--- src/rtl/timer_csr_frontend_if.sv ---
// Peripheral bus bundle for the timer CSR frontend.
// Single-cycle request, registered response one cycle later.
interface timer_csr_frontend_if;
    logic        req_i;
    logic        we_i;
    logic [7:0]  addr_i;
    logic [31:0] wdata_i;
    logic        rvalid_o;
    logic [31:0] rdata_o;
    logic        rerror_o;

    modport master (
        output req_i, we_i, addr_i, wdata_i,
        input  rvalid_o, rdata_o, rerror_o
    );

    modport slave (
        input  req_i, we_i, addr_i, wdata_i,
        output rvalid_o, rdata_o, rerror_o
    );
endinterface

--- src/rtl/timer_csr_frontend.sv ---
// Timer CSR frontend: control/config, 64-bit mtime, per-hart mtimecmp,
// sticky maskable interrupts fed from the core's level compare outputs.
module timer_csr_frontend #(
    parameter int unsigned N = 1
) (
    input  logic               clk_i,
    input  logic               rst_ni,
    timer_csr_frontend_if.slave bus,
    output logic               active_o,
    output logic [11:0]        prescaler_o,
    output logic [7:0]         step_o,
    output logic [63:0]        mtime_o,
    output logic [64*N-1:0]    mtimecmp_o,
    input  logic               tick_i,
    input  logic [63:0]        mtime_d_i,
    input  logic [N-1:0]       intr_raw_i,
    output logic [N-1:0]       intr_o
);

    logic          ctrl_q;
    logic [11:0]   prescaler_q;
    logic [7:0]    step_q;
    logic [63:0]   mtime_q;
    logic [N-1:0]  en_q;
    logic [N-1:0]  state_q;
    logic [63:0]   cmp_q [N];

    logic          rvalid_q;
    logic [31:0]   rdata_q;
    logic          rerror_q;

    logic [5:0]    wa;
    logic          known;
    logic          err;
    logic          wr;
    logic [N-1:0]  cmp_lo_hit;
    logic [N-1:0]  cmp_hi_hit;
    logic [31:0]   rd;
    logic [N-1:0]  w1c_mask;
    logic [N-1:0]  test_mask;
    logic [N-1:0]  state_d;

    assign wa = bus.addr_i[7:2];

    always_comb begin
        cmp_lo_hit = '0;
        cmp_hi_hit = '0;
        for (int i = 0; i < int'(N); i++) begin
            cmp_lo_hit[i] = (wa == 6'(8 + 2 * i));
            cmp_hi_hit[i] = (wa == 6'(9 + 2 * i));
        end
    end

    assign known = (wa <= 6'd6);
    assign err = !(known || (|cmp_lo_hit) || (|cmp_hi_hit));
    assign wr = bus.req_i && bus.we_i && !err;

    always_comb begin
        rd = '0;
        case (wa)
            6'd0: rd = {31'b0, ctrl_q};
            6'd1: rd = {8'b0, step_q, 4'b0, prescaler_q};
            6'd2: rd = mtime_q[31:0];
            6'd3: rd = mtime_q[63:32];
            6'd4: rd[N-1:0] = en_q;
            6'd5: rd[N-1:0] = state_q;
            default: ;
        endcase
        for (int i = 0; i < int'(N); i++) begin
            if (cmp_lo_hit[i]) rd = cmp_q[i][31:0];
            if (cmp_hi_hit[i]) rd = cmp_q[i][63:32];
        end
    end

    // Hardware set wins over a W1C clear landing in the same cycle.
    assign w1c_mask  = (wr && wa == 6'd5) ? bus.wdata_i[N-1:0] : '0;
    assign test_mask = (wr && wa == 6'd6) ? bus.wdata_i[N-1:0] : '0;
    assign state_d   = (state_q & ~w1c_mask) | intr_raw_i | test_mask;

    always_ff @(posedge clk_i) begin
        if (!rst_ni) begin
            ctrl_q      <= 1'b0;
            prescaler_q <= '0;
            step_q      <= '0;
            mtime_q     <= '0;
            en_q        <= '0;
            state_q     <= '0;
            for (int i = 0; i < int'(N); i++) begin
                cmp_q[i] <= '1;
            end
            rvalid_q    <= 1'b0;
            rdata_q     <= '0;
            rerror_q    <= 1'b0;
        end else begin
            if (wr && wa == 6'd0) ctrl_q <= bus.wdata_i[0];
            if (wr && wa == 6'd1) begin
                prescaler_q <= bus.wdata_i[11:0];
                step_q      <= bus.wdata_i[23:16];
            end
            if (wr && wa == 6'd4) en_q <= bus.wdata_i[N-1:0];
            state_q <= state_d;

            // A software write to either half suppresses the tick entirely.
            if (wr && wa == 6'd2) begin
                mtime_q[31:0] <= bus.wdata_i;
            end else if (wr && wa == 6'd3) begin
                mtime_q[63:32] <= bus.wdata_i;
            end else if (tick_i) begin
                mtime_q <= mtime_d_i;
            end

            for (int i = 0; i < int'(N); i++) begin
                if (wr && cmp_lo_hit[i]) cmp_q[i][31:0]  <= bus.wdata_i;
                if (wr && cmp_hi_hit[i]) cmp_q[i][63:32] <= bus.wdata_i;
            end

            rvalid_q <= bus.req_i;
            rerror_q <= bus.req_i && err;
            rdata_q  <= (bus.req_i && !bus.we_i && !err) ? rd : 32'h0;
        end
    end

    always_comb begin
        mtimecmp_o = '0;
        for (int i = 0; i < int'(N); i++) begin
            mtimecmp_o[64*i +: 64] = cmp_q[i];
        end
    end

    assign bus.rvalid_o = rvalid_q;
    assign bus.rdata_o  = rdata_q;
    assign bus.rerror_o = rerror_q;
    assign active_o     = ctrl_q;
    assign prescaler_o  = prescaler_q;
    assign step_o       = step_q;
    assign mtime_o      = mtime_q;
    assign intr_o       = state_q & en_q;

endmodule

--- src/flat_wrapper.sv ---
// flat-port wrapper written by rule: the top's interface ports become plain ports
module timer_csr_frontend_flat 
#(
    parameter int unsigned N = 1
)
  (clk_i, rst_ni, active_o, prescaler_o, step_o, mtime_o, mtimecmp_o, tick_i, mtime_d_i, intr_raw_i, intr_o, bus_req_i, bus_we_i, bus_addr_i, bus_wdata_i, bus_rvalid_o, bus_rdata_o, bus_rerror_o);
  timer_csr_frontend_if bus_i ();
  input  logic clk_i;
  input  logic rst_ni;
  output logic active_o;
  output logic [11:0] prescaler_o;
  output logic [7:0] step_o;
  output logic [63:0] mtime_o;
  output logic [64*N-1:0] mtimecmp_o;
  input  logic tick_i;
  input  logic [63:0] mtime_d_i;
  input  logic [N-1:0] intr_raw_i;
  output logic [N-1:0] intr_o;
  input wire logic [$bits(bus_i.req_i)-1:0] bus_req_i;
  input wire logic [$bits(bus_i.we_i)-1:0] bus_we_i;
  input wire logic [$bits(bus_i.addr_i)-1:0] bus_addr_i;
  input wire logic [$bits(bus_i.wdata_i)-1:0] bus_wdata_i;
  output wire logic [$bits(bus_i.rvalid_o)-1:0] bus_rvalid_o;
  output wire logic [$bits(bus_i.rdata_o)-1:0] bus_rdata_o;
  output wire logic [$bits(bus_i.rerror_o)-1:0] bus_rerror_o;
  assign bus_i.req_i = bus_req_i;
  assign bus_i.we_i = bus_we_i;
  assign bus_i.addr_i = bus_addr_i;
  assign bus_i.wdata_i = bus_wdata_i;
  assign bus_rvalid_o = bus_i.rvalid_o;
  assign bus_rdata_o = bus_i.rdata_o;
  assign bus_rerror_o = bus_i.rerror_o;
  timer_csr_frontend #(.N(N)) u_core (.clk_i(clk_i), .rst_ni(rst_ni), .bus(bus_i), .active_o(active_o), .prescaler_o(prescaler_o), .step_o(step_o), .mtime_o(mtime_o), .mtimecmp_o(mtimecmp_o), .tick_i(tick_i), .mtime_d_i(mtime_d_i), .intr_raw_i(intr_raw_i), .intr_o(intr_o));
endmodule
--- config.mk ---
export PLATFORM = sky130hd
export DESIGN_NAME = timer_csr_frontend_flat
export DESIGN_NICKNAME = d
export VERILOG_FILES = /design/src/rtl/timer_csr_frontend_if.sv /design/src/rtl/timer_csr_frontend.sv /design/src/flat_wrapper.sv
export SDC_FILE = /design/constraint.sdc
export NUM_CORES = 1
export LEC_CHECK = 0
export BUFFER_PORTS_ARGS = -buffer_cell sky130_fd_sc_hd__buf_2
export CAP_MARGIN = 20
export CORE_ASPECT_RATIO = 0.8
export CORE_MARGIN = 5
export CORE_UTILIZATION = 45
export DETAILED_ROUTE_END_ITERATION = 6
export GPL_ROUTABILITY_DRIVEN = 0
export HOLD_SLACK_MARGIN = 0.12
export PLACE_DENSITY = 0.74
export SLEW_MARGIN = 20
export SYNTH_ARGS = -nofsm -noshare
export SYNTH_HDL_FRONTEND = slang
export SYNTH_SLANG_ARGS = --single-unit
--- constraint.sdc ---
create_clock -name clk_i -period 4.52 [get_ports clk_i]
set_clock_uncertainty 0.1 [all_clocks]
set_input_delay 0 -clock clk_i [delete_from_list [all_inputs] [get_ports clk_i]]
set_output_delay 0 -clock clk_i [all_outputs]
set_load 0.005 [all_outputs]
==> reports/qor.yml <==
status:
  status: "complete, no violations"
clock_network:
  clkTransAtPathRegs_ns: 0.07
  cts_made_buffers: 17
  root_buffer: "clkbuf_16"
  cts_tree: "built"
  cts_setup_buffers: 0
  cts_num_sinks: 185
  clk_latency_ns: 0.42
  cts.path.max_buffers: 2
  htree_levels: 4
power:
  ir_drop_mv: 0.221
  leakage_uw: 0.00506
  powerDensity_mw_per_mm2: 326
finish:
  final_cell_mix: "buf_2, dlygate4sd3_1, nand2_1, dfxtp_1"
  area_growth_pct: 51.1
  finalNetCount: 1288
  drive_gt1_frac: 0.303
  fin_cells: 1417
  final_common_cell: "buf_2"
detailed_routing:
  antenna_left: 0
  drcViolationCount: 0
  wl_per_cell_um: 22.6
  first_pass_iters: 6
  num_vias: 8433
  via_per_inst: 5.95
  drt_iter0_drc: 1038
  wirelength_mm: 32.0
global_routing:
  grt_overflow: 0
  grt_antenna_before_repair: 0
  grt_max_degree: 65
  grt_pass1_wl_mm: 48.2
  grtUsageTotal: 0.310
  grt_pass1_vias: 8625
yosys:
  synth_xor_area_frac: 0
  synth_edf_count: 64
  synthTopCellsByArea: "dfxtp_1, edfxtp_1, a21o_1, nand2_1, mux2i_1"
  synth_compound_area_frac: 0.268
  synth_fa_ha_area_frac: 0
  synth_largest_area_cell: "dfxtp_1"
  synth-simple-area-share: 0.0805
  ys.flop_type: "dfxtp_1"
  ys_warn_count: 0
  async_reset_ff_frac: 0
  synth_area_mm2: 0.00780
  syn_area_per_cell_um2: 10.4
  synth_top_family_by_area: "compound AO/OA/AOI/OAI gates"
  yosysTopAreaCellShare: 0.310
  ys_seq_area_frac: 0.557
  muxShareOfSynthArea: 0.0451
  postSynthCellCount: 747
  ys_ff_latch: 185
  syn_nets: 857
  synthDistinctLibCells: 41
place:
  dp_hpwl_mm: 17.6
  port_buffers: 291
  placedCellCount: 1205
sta:
  slew_viol_final: 0
  setup_violations: 0
  fin_crit_ns: 3.69
  fin_tns_setup_ns: 0
  slew_headroom: 0.312
  hold_viol: 0
  fin_crit_sh: 0.815
  rsz0062_at_grt: "no"
  worst_pin_slew_ns: 1.03
  holdWs_ns: 0.181
  clock.fmax_ghz: 0.271
die:
  chipWidth_um: 157
  die_area_mm2: 0.0201
  fp.dieH_um: 128
  start_util: 0.455
  ios: 294
  rows: 43
  coreArea_mm2: 0.0172
critical_path:
  setup.worst_path.start: "bus_addr_i[4]"
  worst_ep_required_time_ns: 4.74
  critPathKind: "in2reg"
  startpoint_type: "input pin"
  path_max_fanout: 36
  cp_data_arrival_time_ns: 3.90
  crit_path_end_kind: "flop"
  ff2ff_path_depth: 5
  r2r-start: "u_core.active_o"
min_path:
  hold_start: "bus_addr_i[2]"
  worstHoldPathCells: 3
  holdCritPathClass: "in2reg"
run:
  drv_cap: 0
-- synth_stat cells, types with 2 or more instances --
cell type / number
inv_1: 5
clkbuf_1: 37
a21o_1: 64
and3_1: 3
nand2_1: 123
nor2_1: 5
buf_4: 7
buf_6: 6
nor2b_1: 2
mux2i_1: 34
a31oi_1: 32
edfxtp_1: 64
dfxtp_1: 121
nand3_1: 3
a221oi_1: 19
o2bb2ai_2: 5
buf_2: 22
a21oi_1: 54
a22oi_1: 20
nor3_1: 2
and2_1: 4
a222oi_1: 12
nand4b_1: 2
o2bb2ai_1: 27
o21ai_0: 58
-- state kept, by name (all words and copies together) (netlist names) --
| register | cells |
|---|---|
| u_core.cmp_q | 64 |
| u_core.mtime_o | 64 |
| u_core.bus.rdata_o | 32 |
| u_core.prescaler_o | 12 |
| u_core.step_o | 8 |
| u_core.active_o | 1 |
| u_core.bus.rerror_o | 1 |
| u_core.bus.rvalid_o | 1 |
| u_core.en_q | 1 |
| u_core.state_q | 1 |
-- path summary, 6_finish.rpt --
path,to,slack [ns]
setup reg to reg,u_core.bus.rdata_o[0],2.32
setup / recovery,u_core.mtime_o[37],0.83
hold reg to reg,u_core.bus.rdata_o[12],0.38
hold / removal,u_core.cmp_q[0][34],0.18
-- layout make-up --
type                       count  area [um2]
antenna                        1        2.50
inverter                       5        18.8
clock inverter                14         180
clock buffer                  18         439
tap                          225         282
timing repair buffer         484        3400
multi-input combinational    485        3130
fill                        1256        5370
sequential                   185        4340
-- metal layers --
| metal | share of wire | wire, um | track usage | vias to the layer above |
|---|---|---|---|---|
| met5 | 0 | 0 | 0 | - |
| li1 | - | - | - | 3651 |
| met1 | 0.37 | 12000 | 0.395 | 4023 |
| met4 | 0.038 | 1220 | 0.140 | 0 |
| met2 | 0.48 | 15400 | 0.508 | 639 |
| met3 | 0.11 | 3400 | 0.0685 | 120 |
-- stage by stage --
step	cell area [um2]	power [uW]	setup slack (ns)	utilization
2_1_floorplan	7800	1970	0.699	-
3_3_place_gp	9350	2150	1.72	0.545
3_5_place_dp	9350	2150	1.65	0.545
4_1_cts	11700	3820	1.02	0.684
5_1_grt	11800	3960	0.761	0.687
6_report	11800	3850	0.835	0.687
-- where the power goes --
group	total [uW]	leakage [uW]	internal, uW	switching, uW
logic	429	0.00313	222	206
registers	1830	0.00163	1780	49.0
clock network	1590	0.000301	900	686
-- logic make-up after synthesis --
kind of cell | count (synthesis)
flip-flops | 185
AND/OR/NAND/NOR | 150
multiplexers | 35
AO/OA/AOI/OAI | 300
buffers and inverters | 77
-- worst max-delay path, cell delays in order --
cell,delay [ns]
dlygate4sd3_1,0.54
buf_2,0.16
nor2_2,0.16
and4_4,0.66
nand2_2,0.73
mux2i_1,0.39
dlygate4sd3_1,0.61
o2bb2ai_1,0.07
dlygate4sd3_1,0.57
-- timing repair --
action / CTS / global route
endpoints found under the hold margin: 162 / 0
resized for setup: 0 / 0
hold buffers: 177 / 0
No activity file was read; power rests on OpenSTA's default activity.
